## src/rtl/ex_stage_mc.sv

```systemverilog
// EX stage with EX/MEM pipeline register and an iterative shift-add multiplier for MUL.
// Optional macro MUL_HI_EN: registers the product high half on reg_H.
module ex_stage_mc #(
  parameter int          DATA_W = 16,
  parameter logic [4:0]  MUL_OP = 5'b11110,
  parameter int          CNT_W  = $clog2(DATA_W) + 1
) (
  input  logic              clock,
  input  logic              reset,
  input  logic              state,
  input  logic [15:0]       ex_ir,
  input  logic [DATA_W-1:0] reg_A,
  input  logic [DATA_W-1:0] reg_B,
  input  logic [DATA_W-1:0] smdr,
  input  logic [DATA_W-1:0] alu_res,
  input  logic              alu_cf,
  input  logic              jump,
  output logic              cf_fb,
  output logic              stall,
  output logic [15:0]       mem_ir,
  output logic [DATA_W-1:0] reg_C,
  output logic              zf,
  output logic              nf,
  output logic              cf,
  output logic              dw,
  output logic [DATA_W-1:0] smdr1,
  output logic [DATA_W-1:0] reg_H
);

  localparam logic       EXEC     = 1'b1;
  localparam logic [4:0] OP_STORE = 5'b00011;
  localparam logic [4:0] OP_LDIH  = 5'b10000;
  localparam logic [4:0] OP_ADD   = 5'b01000;
  localparam logic [4:0] OP_ADDI  = 5'b01001;
  localparam logic [4:0] OP_ADDC  = 5'b10001;
  localparam logic [4:0] OP_SUB   = 5'b01010;
  localparam logic [4:0] OP_SUBI  = 5'b01011;
  localparam logic [4:0] OP_SUBC  = 5'b10010;
  localparam logic [4:0] OP_CMP   = 5'b01100;
  localparam logic [CNT_W-1:0] CNT_ONE  = CNT_W'(32'd1);
  localparam logic [CNT_W-1:0] CNT_LOAD = CNT_W'(DATA_W);

  typedef enum logic {S_IDLE = 1'b0, S_BUSY = 1'b1} fsm_t;

  function automatic logic sets_flags(input logic [4:0] op);
    case (op)
      OP_LDIH, OP_ADD, OP_ADDI, OP_ADDC,
      OP_SUB, OP_SUBI, OP_SUBC, OP_CMP: sets_flags = 1'b1;
      default:                          sets_flags = 1'b0;
    endcase
  endfunction

  fsm_t                r_fsm, w_fsm_nxt;
  logic [2*DATA_W-1:0] r_acc, r_mcand;
  logic [DATA_W-1:0]   r_mplier;
  logic [CNT_W-1:0]    r_cnt;
  logic [15:0]         r_mem_ir;
  logic [DATA_W-1:0]   r_reg_c, r_smdr1;
  logic                r_zf, r_nf, r_cf, r_dw;

  logic [4:0]          w_opcode;
  logic                w_is_mul, w_last;
  logic [2*DATA_W-1:0] w_acc_nxt;
  logic [DATA_W-1:0]   w_prod_lo, w_prod_hi;

  assign w_opcode  = ex_ir[15:11];
  assign w_is_mul  = (w_opcode == MUL_OP);
  assign w_last    = (r_cnt == CNT_ONE);
  assign w_acc_nxt = r_acc + (r_mplier[0] ? r_mcand : {(2*DATA_W){1'b0}});
  assign w_prod_lo = w_acc_nxt[DATA_W-1:0];
  assign w_prod_hi = w_acc_nxt[2*DATA_W-1:DATA_W];

  // FSM state register, frozen outside exec
  always_ff @(posedge clock) begin
    if (!reset) begin
      r_fsm <= S_IDLE;
    end else if (state == EXEC) begin
      r_fsm <= w_fsm_nxt;
    end
  end

  // Next-state decode; a taken jump always aborts a running multiply
  always_comb begin
    w_fsm_nxt = r_fsm;
    case (r_fsm)
      S_IDLE: begin
        if (!jump && w_is_mul) w_fsm_nxt = S_BUSY;
        else                   w_fsm_nxt = S_IDLE;
      end
      S_BUSY: begin
        if (jump || w_last) w_fsm_nxt = S_IDLE;
        else                w_fsm_nxt = S_BUSY;
      end
      default: w_fsm_nxt = S_IDLE;
    endcase
  end

`ifdef MUL_HI_EN
  logic [DATA_W-1:0] r_reg_h;

  // Product high half, captured only when a multiply completes
  always_ff @(posedge clock) begin
    if (!reset) begin
      r_reg_h <= {DATA_W{1'b0}};
    end else if (state == EXEC && r_fsm == S_BUSY && !jump && w_last) begin
      r_reg_h <= w_prod_hi;
    end
  end

  assign reg_H = r_reg_h;
`else
  assign reg_H = {DATA_W{1'b0}};
`endif

  // EX/MEM pipeline register and multiplier datapath
  always_ff @(posedge clock) begin
    if (!reset) begin
      r_acc    <= {(2*DATA_W){1'b0}};
      r_mcand  <= {(2*DATA_W){1'b0}};
      r_mplier <= {DATA_W{1'b0}};
      r_cnt    <= {CNT_W{1'b0}};
      r_mem_ir <= 16'h0000;
      r_reg_c  <= {DATA_W{1'b0}};
      r_smdr1  <= {DATA_W{1'b0}};
      r_zf     <= 1'b0;
      r_nf     <= 1'b0;
      r_cf     <= 1'b0;
      r_dw     <= 1'b0;
    end else if (state == EXEC) begin
      case (r_fsm)
        S_IDLE: begin
          if (jump) begin
            r_mem_ir <= 16'h0000;
            r_dw     <= 1'b0;
          end else if (w_is_mul) begin
            r_acc    <= {(2*DATA_W){1'b0}};
            r_mcand  <= {{DATA_W{1'b0}}, reg_A};
            r_mplier <= reg_B;
            r_cnt    <= CNT_LOAD;
            r_mem_ir <= 16'h0000;
            r_dw     <= 1'b0;
          end else begin
            r_mem_ir <= ex_ir;
            r_reg_c  <= alu_res;
            r_dw     <= (w_opcode == OP_STORE);
            if (sets_flags(w_opcode)) begin
              r_zf <= (alu_res == {DATA_W{1'b0}});
              r_nf <= alu_res[DATA_W-1];
              r_cf <= alu_cf;
            end
            if (w_opcode == OP_STORE) r_smdr1 <= smdr;
          end
        end
        S_BUSY: begin
          r_dw <= 1'b0;
          if (jump) begin
            r_mem_ir <= 16'h0000;
          end else begin
            r_acc    <= w_acc_nxt;
            r_mcand  <= {r_mcand[2*DATA_W-2:0], 1'b0};
            r_mplier <= {1'b0, r_mplier[DATA_W-1:1]};
            r_cnt    <= r_cnt - CNT_ONE;
            // Final iteration retires the MUL with the wrapped product and overflow in cf
            if (w_last) begin
              r_mem_ir <= ex_ir;
              r_reg_c  <= w_prod_lo;
              r_zf     <= (w_prod_lo == {DATA_W{1'b0}});
              r_nf     <= w_prod_lo[DATA_W-1];
              r_cf     <= (w_prod_hi != {DATA_W{1'b0}});
            end else begin
              r_mem_ir <= 16'h0000;
            end
          end
        end
        default: begin
          r_mem_ir <= 16'h0000;
          r_dw     <= 1'b0;
        end
      endcase
    end
  end

  assign stall  = (r_fsm == S_BUSY);
  assign mem_ir = r_mem_ir;
  assign reg_C  = r_reg_c;
  assign smdr1  = r_smdr1;
  assign zf     = r_zf;
  assign nf     = r_nf;
  assign cf     = r_cf;
  assign cf_fb  = r_cf;
  assign dw     = r_dw;

endmodule

```

## config.mk

```make
export PLATFORM = sky130hd
export DESIGN_NAME = ex_stage_mc
export DESIGN_NICKNAME = d
export VERILOG_FILES = /design/src/rtl/ex_stage_mc.sv
export SDC_FILE = /design/constraint.sdc
export NUM_CORES = 1
export LEC_CHECK = 0
export CAP_MARGIN = 20
export CORE_MARGIN = 2
export CORE_UTILIZATION = 25
export CTS_CLUSTER_SIZE = 12
export DETAILED_ROUTE_END_ITERATION = 16
export HOLD_SLACK_MARGIN = 0.02
export PLACE_DENSITY = 0.56
export SKIP_LAST_GASP = 1
export SYNTH_ARGS = -nofsm -noshare
export SYNTH_HDL_FRONTEND = slang
export SYNTH_SLANG_ARGS = --single-unit
```

## constraint.sdc

```tcl
create_clock -name clock -period 4.15 [get_ports clock]
set_input_delay 0.415 -clock clock [delete_from_list [all_inputs] [get_ports clock]]
set_output_delay 0.415 -clock clock [all_outputs]
set_load 0.02 [all_outputs]
```

==> flow_summary.yaml <==
synthesis:
  synth-adder-area-share_pct: 5.576
  synth_top_cell_by_area: "sky130_fd_sc_hd__dfxtp_1"
  ys_types: 81
  main_combinational_cell_family_by_area_after_synthesis: "compound AO/OA/AOI/OAI gates"
  mean_cell_area_of_the_mapped_netlist_um2: 8.250
  complex_gate_fraction_of_the_synthesized_area_pct: 22.58
  synth_warnings: 0
  synth.mux.area_fraction_pct: 6.076
  syn_area_mm2: 0.007764
  leading_register_cell_type_out_of_synthesis: "sky130_fd_sc_hd__dfxtp_1"
  synth_cells: 941
  synthDominantCellAreaShare_pct: 35.58
  synth_enable_flop_cells: 0
  synthArstFlopShare_pct: 0
  synth.cells.most_frequent: "sky130_fd_sc_hd__nor2_1 (151), sky130_fd_sc_hd__dfxtp_1 (138), sky130_fd_sc_hd__nand2_1 (80), sky130_fd_sc_hd__a21oi_1 (59), sky130_fd_sc_hd__a22oi_1 (53)"
  ys_top_cells_by_area: "sky130_fd_sc_hd__dfxtp_1 (36%), sky130_fd_sc_hd__nor2_1 (7.3%), sky130_fd_sc_hd__mux2i_1 (5.9%), sky130_fd_sc_hd__ha_1 (5.3%), sky130_fd_sc_hd__a22oi_1 (5.1%)"
  most_repeated_cell_in_the_gate_level_netlist_after_synthesis: "sky130_fd_sc_hd__nor2_1"
  seq_area_frac_synth_pct: 35.58
  ys_seq_elements: 138
  post_synth_xor_area_fraction_pct: 3.046
  synth_simple_gate_area_share_pct: 21.71
timing:
  clock_skew_ps: 28.34
  timing.setup.tns_ps: 0
  timing.slew.headroom_pct: 44.34
  post-route-min-period_ps: 3662
  grt_setup_unrepaired: "false"
  timing_worst_slew_pin_value_ps: 828.5
  number_of_hold_violations_in_the_final_report: 0
  achievable_frequency_mhz: 273.1
  finalSetupViolCount: 0
  finalCritPeriodShare_pct: 88.23
  report.final.slew_viol_count: 0
worst_setup_path:
  reg2reg_depth: 12
  cp-end-kind: "flop"
  cp.required_ps: 4450
  worst_ep_arrival_time_ps: 3960
  start_kind: "flop"
  cpPeakStageDelay_ps: 550
  critical-path-slowest-cell: "sky130_fd_sc_hd__or4_2"
  crit_path_max_fanout: 20
  cp_cell_sequence: "and2_1 -> ha_1 -> fa_1 -> a21oi_2 -> o21a_1 -> nand2b_2 -> a211oi_2 -> or4_2 -> a211oi_1 -> nand4_1 -> nor4_1 -> o22ai_1"
  critPathKind: "reg2reg"
min_path:
  timing.hold.worst.class: "reg2reg"
  timing.hold.worst_path_depth: 2
power_and_ir_drop:
  leakage_nw: 3.641
  power.density_mw_per_mm2: 322.7
  worst_ir_drop_vdd_v: 0.0002357
die:
  rows: 64
  floorplan.io_pins: 155
  die-width_um: 180.2
  floorplan.initialDensity_pct: 25.38
  core-area_mm2: 0.03059
  die_y_um: 180.2
  die_area_mm2: 0.03248
global_routing:
  grt_pass1_vias: 6964
  grt_first_pass_wirelength_um: 36430
  global_route.overflow_total: 0
  grt_util_all_layers_pct: 13.66
  number_of_antenna_violations_at_the_first_check_in_global_routing: 1
  maximum_number_of_pins_on_one_net_before_global_route_repair: 114
route:
  routed_wl_um: 22350
  drt-initial-drc-count: 554
  routed_via_density: 4.888
  drcViolationCount: 0
  route.antenna.remaining_nets: 0
  detailedRoute.firstPassIterationCount: 5
  via_count: 7131
  routedWlPerCell_um: 15.32
placement:
  gp_routability_congestion: 0.9277
  hpwl_um: 16310
  io_buffer_count: 138
clock_tree:
  clk-insertion-delay-late_ps: 430
  number_of_h_tree_levels: 4
  cts.root.buffer_cell: "sky130_fd_sc_hd__clkbuf_16"
  tritoncts.num_buffers: 17
  clk_pin_slew_ps: 70
  cts_resized: 0
  post_cts_hold_buffers: 0
  clkSinkCount: 138
  post-cts-setup-buffer-count: 0
  clockBufferDepth: 2
  tritoncts: "yes"
layout:
  drive_gt1_share_pct: 7.996
  num_antenna_cells: 0
  multi_input_comb_area_mm2: 0.004667
  finish.net_count: 1169
  area.growth.synth_to_final_pct: 29.59
  fillerInstances: 3240
  fin_util_pct: 32.89
  final-seq-area_mm2: 0.002766
outcome:
  outcome: "complete, no violations"
job:
  maxCapViolCount: 0
==> cells by family after synthesis <==
kind of cell    count (synthesis)
compound gates                251
xor+xnor                       27
fa+ha+maj                      34
buf+inv                        86
flops                         138
mux                            47
other cells                     1
simple gates                  357
==> cell usage in the layout (no fill, tap or decap), drive strengths merged, types with 3 or more instances in the layout <==
cell type / Yosys / routed
a22oi: 53 / 53
nor3: 13 / 13
dfxtp: 138 / 138
nand4: 10 / 10
mux2i: 46 / 46
and4: 3 / 3
clkdlybuf4s50: 0 / 138
a31oi: 5 / 5
clkbuf: 48 / 19
a21oi: 65 / 65
a21o: 7 / 7
a211oi: 53 / 53
xor2: 13 / 13
and3: 5 / 5
a32oi: 3 / 3
nor4: 9 / 9
nor2: 152 / 152
o211ai: 4 / 4
nand2: 81 / 81
buf: 27 / 12
ha: 33 / 33
or2: 4 / 4
or3: 6 / 6
o2111ai: 3 / 3
nor2b: 5 / 5
o31ai: 4 / 4
o21ai: 31 / 31
or4: 5 / 5
conb: 1 / 16
inv: 10 / 18
o21a: 5 / 5
clkinv: 1 / 3
nand3: 10 / 10
nand2b: 7 / 7
and2: 38 / 38
xnor2: 14 / 14
==> per-stage QoR <==
step / hold WS (ps) / power [mW] / area (µm²) / instances / setup WS, ps
2_1_floorplan: 436.2 / 1.556 / 7820 / 956 / 1126
3_3_place_gp: 437.6 / 1.702 / 9457 / 1427 / 608.5
3_5_place_dp: 443.8 / 1.704 / 9457 / 1427 / 503.9
4_1_cts: 453.2 / 3.295 / 10060 / 1459 / 477.1
5_1_grt: 476.1 / 3.372 / 10060 / 1459 / 264.6
6_report: 452.4 / 3.246 / 10060 / 1459 / 488.3
==> layout make-up <==
class	count	area share [%]
sequential	138	27.50
timing repair buffer	150	14.75
inverter	11	0.4353
multi-input combinational	732	46.39
clock buffer	19	4.514
clock inverter	13	1.492
tap	396	4.925
==> flip-flops by register name, indices dropped and copies added (netlist names) <==
signal / flops
cf: 1
dw: 1
mem_ir: 16
nf: 1
r_acc: 32
r_cnt: 5
r_mcand: 32
r_mplier: 16
reg_C: 16
smdr1: 16
stall: 1
zf: 1
==> routing by layer <==
layer / global-route usage (%) / wire length, µm / up-vias
met5: 0 / 0 / -
met4: 3.806 / 303 / 0
met3: 3.254 / 1220 / 17
met2: 21.98 / 9997 / 191
met1: 18.22 / 10830 / 3329
li1: - / - / 3594
==> worst max-delay path, delay by kind of cell, from the launching register on <==
family          cells  cell delay [ps]
flops               1              500
simple gates        5             1420
fa+ha+maj           2              630
compound gates      5              990
==> report_power, final <==
part | internal [mW] | switching [mW] | total (mW)
Combinational | 0.149 | 0.151 | 0.300
Sequential | 1.35 | 0.0191 | 1.37
Clock | 0.937 | 0.638 | 1.58
Total | 2.44 | 0.808 | 3.25
==> final timing paths <==
kind	endpoint	startpoint	slack, ps
setup / recovery	cf$_SDFFE_PN0P_	r_mplier[0]$_SDFFE_PN0P_	490
hold / removal	smdr1[0]$_SDFFE_PN0P_	smdr1[0]$_SDFFE_PN0P_	450
setup reg to reg	cf$_SDFFE_PN0P_	r_mplier[0]$_SDFFE_PN0P_	490
hold reg to reg	smdr1[0]$_SDFFE_PN0P_	smdr1[0]$_SDFFE_PN0P_	450
Note: power is estimated with default switching activity, not from simulation.
